<file path="src/rtl/mux_key_prio_enc.sv">
// rtl/mux_key_prio_enc.sv - lowest-index priority encoder with multi-hit flag
module mux_key_prio_enc #(
  parameter int N = 4,
  localparam int IDX_W = $clog2(N)
) (
  input  logic [N-1:0]     i_match,
  output logic             o_found,
  output logic             o_multi,
  output logic [IDX_W-1:0] o_idx
);

  always_comb begin
    o_found = |i_match;
    // clearing the lowest set bit leaves something only if two or more were set
    o_multi = |(i_match & (i_match - N'(1)));
    o_idx   = '0;
    for (int i = N - 1; i >= 0; i--) begin
      if (i_match[i]) o_idx = IDX_W'(i);
    end
  end

endmodule

</file>
<file path="src/rtl/mux_key_rev.sv">
// rtl/mux_key_rev.sv - reverse key lookup: data value to (key, index) with registered result
module mux_key_rev #(
  parameter int NR_KEY   = 4,
  parameter int KEY_LEN  = 4,
  parameter int DATA_LEN = 8,
  localparam int IDX_LEN = $clog2(NR_KEY)
) (
  input  logic                clk,
  input  logic                rst_n,
  input  logic                clr,
  input  logic                wr_en,
  input  logic [IDX_LEN-1:0]  wr_idx,
  input  logic [KEY_LEN-1:0]  wr_key,
  input  logic [DATA_LEN-1:0] wr_data,
  input  logic [KEY_LEN-1:0]  default_key,
  input  logic                q_valid,
  output logic                q_ready,
  input  logic [DATA_LEN-1:0] q_data,
  output logic                r_valid,
  input  logic                r_ready,
  output logic                r_hit,
  output logic                r_multi,
  output logic [KEY_LEN-1:0]  r_key,
  output logic [IDX_LEN-1:0]  r_idx
);

  logic [NR_KEY-1:0]   r_tab_valid;
  logic [KEY_LEN-1:0]  r_tab_key  [NR_KEY];
  logic [DATA_LEN-1:0] r_tab_data [NR_KEY];

  logic                r_out_valid;
  logic                r_out_hit;
  logic                r_out_multi;
  logic [KEY_LEN-1:0]  r_out_key;
  logic [IDX_LEN-1:0]  r_out_idx;

  logic [NR_KEY-1:0]   w_match;
  logic                w_found;
  logic                w_multi;
  logic [IDX_LEN-1:0]  w_idx;
  logic                w_accept;

  assign q_ready  = !r_out_valid || r_ready;
  assign w_accept = q_valid && q_ready;

  // an out-of-range wr_idx matches no entry, so the write falls away naturally
  always_ff @(posedge clk or negedge rst_n) begin
    if (!rst_n) begin
      r_tab_valid <= '0;
    end else if (clr) begin
      r_tab_valid <= '0;
    end else if (wr_en) begin
      for (int i = 0; i < NR_KEY; i++) begin
        if (wr_idx == IDX_LEN'(i)) r_tab_valid[i] <= 1'b1;
      end
    end
  end

  always_ff @(posedge clk) begin
    if (wr_en && !clr) begin
      for (int i = 0; i < NR_KEY; i++) begin
        if (wr_idx == IDX_LEN'(i)) begin
          r_tab_key[i]  <= wr_key;
          r_tab_data[i] <= wr_data;
        end
      end
    end
  end

  always_comb begin
    w_match = '0;
    for (int i = 0; i < NR_KEY; i++) begin
      w_match[i] = r_tab_valid[i] && (r_tab_data[i] == q_data);
    end
  end

  mux_key_prio_enc #(.N(NR_KEY)) u_prio_enc (
    .i_match (w_match),
    .o_found (w_found),
    .o_multi (w_multi),
    .o_idx   (w_idx)
  );

  always_ff @(posedge clk or negedge rst_n) begin
    if (!rst_n) begin
      r_out_valid <= 1'b0;
      r_out_hit   <= 1'b0;
      r_out_multi <= 1'b0;
      r_out_key   <= '0;
      r_out_idx   <= '0;
    end else if (w_accept) begin
      r_out_valid <= 1'b1;
      r_out_hit   <= w_found;
      r_out_multi <= w_multi;
      r_out_key   <= w_found ? r_tab_key[w_idx] : default_key;
      r_out_idx   <= w_found ? w_idx : '0;
    end else if (r_ready) begin
      r_out_valid <= 1'b0;
    end
  end

  assign r_valid = r_out_valid;
  assign r_hit   = r_out_hit;
  assign r_multi = r_out_multi;
  assign r_key   = r_out_key;
  assign r_idx   = r_out_idx;

endmodule

</file>
<file path="config.mk">
export PLATFORM = sky130hd
export DESIGN_NAME = mux_key_rev
export DESIGN_NICKNAME = d
export VERILOG_FILES = /design/src/rtl/mux_key_prio_enc.sv /design/src/rtl/mux_key_rev.sv
export SDC_FILE = /design/constraint.sdc
export NUM_CORES = 1
export LEC_CHECK = 0
export ABC_AREA = 1
export BUFFER_PORTS_ARGS = -buffer_cell sky130_fd_sc_hd__buf_2
export CAP_MARGIN = 40
export CORE_ASPECT_RATIO = 1.2
export CORE_MARGIN = 4
export CORE_UTILIZATION = 31
export CTS_CLUSTER_SIZE = 20
export DETAILED_ROUTE_END_ITERATION = 7
export PLACE_DENSITY = 0.6
export SYNTH_ARGS = -nofsm -noshare
export SYNTH_HDL_FRONTEND = slang
export SYNTH_SLANG_ARGS = --single-unit
</file>
<file path="constraint.sdc">
create_clock -name clk -period 3.7 [get_ports clk]
set_input_delay 0.74 -clock clk [delete_from_list [all_inputs] [get_ports clk]]
set_output_delay 0.74 -clock clk [all_outputs]
set_load 0.01 [all_outputs]
</file>
# ---- Word-level counts from Yosys, hierarchy flattened
# Memories as Yosys holds them, arrays and structs flattened.
# Index checks and enable logic that the tools add are counted.
dict set report op_classes {
  n_eq_ne 7
  addsub 1
  muxes 44
  n_bitwise 1
  reduce_logical 28
}
# op n
set op_table {}
lappend op_table {{8-bit equality test} 4}
lappend op_table {{1-bit 2-to-1 mux} 24}
lappend op_table {{4-bit 2-to-1 mux} 6}
lappend op_table {{8-bit 2-to-1 mux} 3}
lappend op_table {{8-bit OR reduction} 3}
lappend op_table {{2-bit 2-to-1 mux} 11}
lappend op_table {{4-bit OR reduction} 5}
lappend op_table {{2-bit nonzero test} 6}
lappend op_table {{2-bit AND reduction} 4}
lappend op_table {{1-bit logical AND} 6}
lappend op_table {{4-bit bitwise AND} 1}
lappend op_table {{2-bit equality test, second input constant} 2}
lappend op_table {{4-bit by 1-bit subtractor with 4-bit output, second input constant} 1}
lappend op_table {{2-bit by 1-bit equality test with 1-bit output, second input constant} 1}
lappend op_table {{1-bit zero test} 2}
lappend op_table {{2-bit zero test} 1}
lappend op_table {{1-bit logical OR} 1}
dict set report word_totals {
  out_inout_bits 10
  mem_bits_rw 48
  regBits 13
  word_cells 92
  inputBits 32
  memories 2
}
# memory depth word_bits read_ports rd_clocked_by_memory_dff write_ports line
set memory_table {}
lappend memory_table {r_tab_data 4 8 4 0 1 mux_key_rev.sv:29} ;# logic [DATA_LEN-1:0] r_tab_data [NR_KEY];
lappend memory_table {r_tab_key 4 4 1 0 1 mux_key_rev.sv:28} ;# logic [KEY_LEN-1:0] r_tab_key [NR_KEY];

# ---- Longest topological paths before layout
dict set report logic_depth {
  word_depth 8
  ltp_mapped 15
  depth_no_buf 15
}

# ---- Cells and area by module
# From an unflattened synthesis, not the netlist that was laid out.
dict set report unflattened {
  cells_unflattened 295
  hier_area_um2 2765.2
}
# mod seq_area_each_um2 cells_each area_each_um2 n_inst
set by_module_without_submodules {}
lappend by_module_without_submodules {mux_key_rev 1766.7 281 2705.1 1}
lappend by_module_without_submodules {mux_key_prio_enc 0.0 14 60.1 1}

# ---- Worst setup path after synthesis
# Ideal clock, no wire load.
dict set report synth_timing {
  path_kind {in2reg}
  start {input wr_en}
  end {memory r_tab_data[0][0] (enable)}
  slack_ns 1.498
  path_stages 4
  arrival_ns 1.804
  required_time_ns 3.302
  path_buffers 0
  setup_time_ns 0.398
  path_cell_list {inv_1 nor2_1 inv_1 nor3_1}
}
dict set report synth_via {
  elab_chain_cells 7
  word_cells_on_any_way 18
  cone_classes {14 x mux; 4 x reduce/logical}
}
# item line
set synth_rtl {}
lappend synth_rtl {{start, declared} mux_key_rev.sv:11} ;# input logic wr_en,
lappend synth_rtl {{1-bit logical AND *} mux_key_rev.sv:60} ;# if (wr_en && !clr) begin
lappend synth_rtl {{1-bit 2-to-1 mux} mux_key_rev.sv:60}
lappend synth_rtl {{1-bit 2-to-1 mux (not written as such)} mux_key_rev.sv:64} ;# r_tab_data[i] <= wr_data;
lappend synth_rtl {{8-bit OR reduction (no line)} -}
lappend synth_rtl {{2-bit 2-to-1 mux (no line) / 1-bit 2-to-1 mux (equally long branches) (3 in series)} -}
lappend synth_rtl {{end, declared} mux_key_rev.sv:29}
# Mark *: on every way between the ends. The rest lies on a longest branch, timed or not.

# ---- Final worst setup path
dict set report layout_timing {
  start {input q_data[1]}
  end {register r_out_key[1] (netlist: r_key[1])}
}
dict set report layout_via {
  elab_chain_cells 8
  word_cells_on_any_way 15
  cone_classes {4 x eq/ne; 5 x mux; 5 x reduce/logical; 1 x memory}
}
# item line
set layout_rtl {}
lappend layout_rtl {{start, declared} mux_key_rev.sv:18} ;# input logic [DATA_LEN-1:0] q_data,
lappend layout_rtl {{8-bit equality test} mux_key_rev.sv:73} ;# w_match[i] = r_tab_valid[i] && (r_tab_data[i] == q_data);
lappend layout_rtl {{1-bit logical AND} mux_key_rev.sv:73}
lappend layout_rtl {{2-bit 2-to-1 mux (4 in series)} mux_key_prio_enc.sv:18} ;# if (i_match[i]) o_idx = IDX_W'(i);
lappend layout_rtl {{memory 4 x 4 bit} -}
lappend layout_rtl {{4-bit 2-to-1 mux *} mux_key_rev.sv:95} ;# r_out_key <= w_found ? r_tab_key[w_idx] : default_key;
lappend layout_rtl {{end signal, assigned} mux_key_rev.sv:95}
lappend layout_rtl {{end, declared} mux_key_rev.sv:34} ;# logic [KEY_LEN-1:0] r_out_key;
# Marks and branches as above.
# A chain may end at the register's enable or synchronous reset.

==> impl_metrics.py <==
metrics = {
    "outcome": {
        "status": "finished clean",
    },
    "logic_synthesis": {
        "avgSynthCellArea_um2": 10.3,
        "synth_compound_area_share_pct": 4.34,
        "synthesis.area_mm2": 0.00282,
        "yosysTopAreaCellShare_pct": 51.0,
        "synth_fa_ha_area_share_pct": 0,
        "synthCells": 273,
        "yosys_warnings": 0,
        "synthSimpleGateAreaFrac_pct": 23.7,
        "synthMuxAreaShare_pct": 0,
        "yosysTopAreaCell": "edfxtp_1",
        "synth_cell_types": 29,
        "ys_seq_area_share_pct": 62.6,
        "synth_top_family_by_area": "simple AND/OR/NAND/NOR gates",
        "synth_fp_nets": 305,
        "synth_xor_area_share_pct": 2.75,
        "synth_seq_cells": 61,
        "synthTopCellsByArea": "edfxtp_1 (51%), dfrtp_1 (12%), nand2_1 (9.8%), inv_1 (4.5%), nand3_1 (4.4%)",
    },
    "cells_and_area": {
        "design_area_mm2": 0.00340,
        "area_delta_synth_final_pct": 20.4,
        "drive_gt1_share_pct": 27.0,
        "layout.nets": 357,
        "num_antenna_cells": 0,
    },
    "routing": {
        "drt_iter0_markers": 84,
        "vias_per_cell": 4.28,
        "drtPass1Iterations": 4,
        "drc_errors": 0,
        "wirelength_um": 5840,
        "wl_per_cell_um": 13.1,
        "antenna_left": 0,
        "vias": 1911,
    },
    "global_route": {
        "grt_max_degree": 15,
        "grt_pass1_vias": 1952,
        "grt.overflow.total": 0,
        "track_usage_pct": 11.9,
        "grt_pass1_wl_um": 9600,
        "antenna_found_initial": 0,
    },
    "floorplanning": {
        "coreArea_mm2": 0.00875,
        "start_util_pct": 32.3,
        "die_h_um": 113,
        "io_pins": 42,
        "placementRows": 37,
        "fp.dieW_um": 95.1,
        "die-area_mm2": 0.0107,
    },
    "pwr": {
        "p_sw_share_pct": 22.2,
        "pwr-share-seq_pct": 53.1,
        "power.density_mw_per_mm2": 432,
        "intPower_mw": 1.14,
        "p_sw_mw": 0.327,
        "pwr-share-comb_pct": 8.3,
        "ir_worst_vdd_v": 0.000215,
        "leakage_nw": 1.50,
        "p_clk_share_pct": 38.6,
    },
    "clocking": {
        "cts-root-buf": "clkbuf_8",
        "cts_resized": 0,
        "tritoncts": "built",
        "htreeDepth": 3,
        "clockBufferDepth": 2,
        "clk_pin_slew_worst_paths_ns": 0.07,
        "clkLatencyLatePin_ns": 0.32,
        "cts_setup_buffers": 0,
        "hold_buffers": 0,
        "cts_sinks": 61,
        "cts_buffers": 9,
    },
    "timing": {
        "finalClockSkew_ns": 0.00680,
        "fin_setup_tns_ns": 0,
        "maxSlewViolCount": 0,
        "rsz0062_at_grt": "no",
        "tightest_slew_ns": 0.653,
        "slew_headroom_pct": 56.2,
        "fmax_mhz": 536,
        "period_needed_ns": 1.87,
        "period_share_pct": 50.4,
        "finalHoldViolCount": 0,
        "setup_viol": 0,
    },
    "place": {
        "hpwl_um": 4620,
        "place_congestion": 0.791,
        "portBuffers": 41,
        "placed_area_mm2": 0.00321,
    },
    "worst_setup_path": {
        "cp_slowest_cell": "nand3_2",
        "crit_fanout": 11,
        "path_class": "primary input to register",
        "start_kind": "primary input",
        "reg2reg_depth": 10,
        "cp_cell_sequence": "buf_2 -> inv_2 -> o21ai_0 -> nor2_1 -> and2_1 -> nand3_2 -> nand2_4 -> nor2_4 -> inv_2 -> nand3_1 -> nand3_1 -> nand2_1",
        "worst_ep_arrival_time_ns": 2.08,
        "r2r_slack_ns": 2.02,
        "worst_path_largest_cell_delay_ns": 0.24,
        "crit_required_ns": 3.92,
        "crit_path_end_kind": "register",
    },
    "run": {
        "max-cap-violations": 0,
    },
    "worst_hold_path": {
        "hp-class": "primary input to asynchronous set/reset pin",
    },
}
==> layout make-up <==
| cell class | instances | area (µm²) |
|---|---|---|
| flip-flops and latches | 61 | 1770 |
| clock inverters | 4 | 47.5 |
| well taps | 117 | 146 |
| multi-input cells | 166 | 890 |
| inverters | 42 | 158 |
| fillers | 868 | 5350 |
| repair buffers | 45 | 246 |
| clock buffers | 12 | 145 |
==> final timing paths <==
check,start,endpoint
min,rst_n,r_hit$_DFFE_PN0P_
max reg2reg,r_tab_data[0][7]$_DFFE_PP_,r_key[1]$_DFFE_PN0P_
min in group clk,r_hit$_DFFE_PN0P_,r_hit$_DFFE_PN0P_
max,q_data[1],r_key[1]$_DFFE_PN0P_
min reg2reg,r_hit$_DFFE_PN0P_,r_hit$_DFFE_PN0P_
max in group asynchronous,rst_n,r_tab_valid[0]$_DFFE_PN0P_
==> sequential cells by signal, indices dropped and copies added (netlist names) <==
| signal | count |
|---|---|
| r_tab_valid | 4 |
| r_tab_key | 16 |
| r_tab_data | 32 |
| r_valid | 1 |
| r_idx | 2 |
| r_hit | 1 |
| r_key | 4 |
| r_multi | 1 |
==> per-stage QoR <==
stage                     setup slack [ns]  power (mW)  instances  hold slack [ns]  utilization, %
final                                 1.83        1.47        447            0.297            38.9
after CTS                             1.83        1.50        447            0.284            38.9
after global placement                1.42       0.914        428            0.461            36.3
after global routing                  1.66        1.55        447            0.295            38.9
after floorplan                       1.50       0.861        273            0.444               -
after detailed placement              1.47       0.919        431            0.471            36.7
==> cell usage after synthesis <==
| cell type | instances |
|---|---|
| nand2_1 | 74 |
| edfxtp_1 | 48 |
| inv_1 | 34 |
| nand3_1 | 25 |
| nor2_1 | 15 |
| dfrtp_1 | 13 |
| o21ai_1 | 9 |
| inv_2 | 8 |
| xor2_1 | 5 |
| a21oi_1 | 4 |
| nor3_1 | 4 |
| o21bai_1 | 4 |
| nand2_4 | 3 |
| nand3_2 | 3 |
| nor2_2 | 3 |
| nor2_4 | 3 |
| o21ai_0 | 3 |
| buf_4 | 2 |
| o22ai_1 | 2 |
| xnor2_1 | 2 |
| and2_1 | 1 |
| buf_6 | 1 |
| clkbuf_1 | 1 |
| nand2_2 | 1 |
| nand3_4 | 1 |
| nand3b_4 | 1 |
| nor2b_4 | 1 |
| nor3_2 | 1 |
| xnor2_2 | 1 |
==> cells by family after synthesis <==
family / Yosys count
AOI/OAI and AO/OA: 22
and+or+nand+nor: 136
DFF: 61
buffers and inverters: 46
xor gates and xnor gates: 8
==> metal layers <==
layer | track usage [%] | routed length, µm
met1 | 14.5 | 2550
met2 | 19.9 | 2970
met3 | 3.15 | 267
met4 | 4.33 | 55
met5 | 0 | 0
==> layout by cell type (no fill, tap or decap), drive strengths merged, types with 2 or more instances in the layout <==
cell,synthesis,routed
edfxtp,48,48
dfrtp,13,13
o22ai,2,2
inv,42,42
xor2,5,5
xnor2,3,3
clkinv,0,2
a21oi,4,4
nand2,78,78
nand3,29,29
nor3,5,5
o21bai,4,4
clkbuf,1,12
o21ai,12,12
nor2,21,21
buf,3,45
==> power by group through the flow <==
stage | Combinational, mW | Clock (mW) | Sequential, mW
after floorplan | 0.0644 | 0 | 0.796
after global placement | 0.120 | 0 | 0.793
after detailed placement | 0.124 | 0 | 0.794
after CTS | 0.125 | 0.592 | 0.780
after global routing | 0.141 | 0.624 | 0.782
final | 0.121 | 0.568 | 0.780
==> worst max-delay path: cells and delay by family <==
kind	cells	cell delay [ns]
buffers and inverters	3	0.33
AO/OA/AOI/OAI	1	0.10
AND/OR/NAND/NOR	8	0.91
Power figures use the tool's default switching activity.
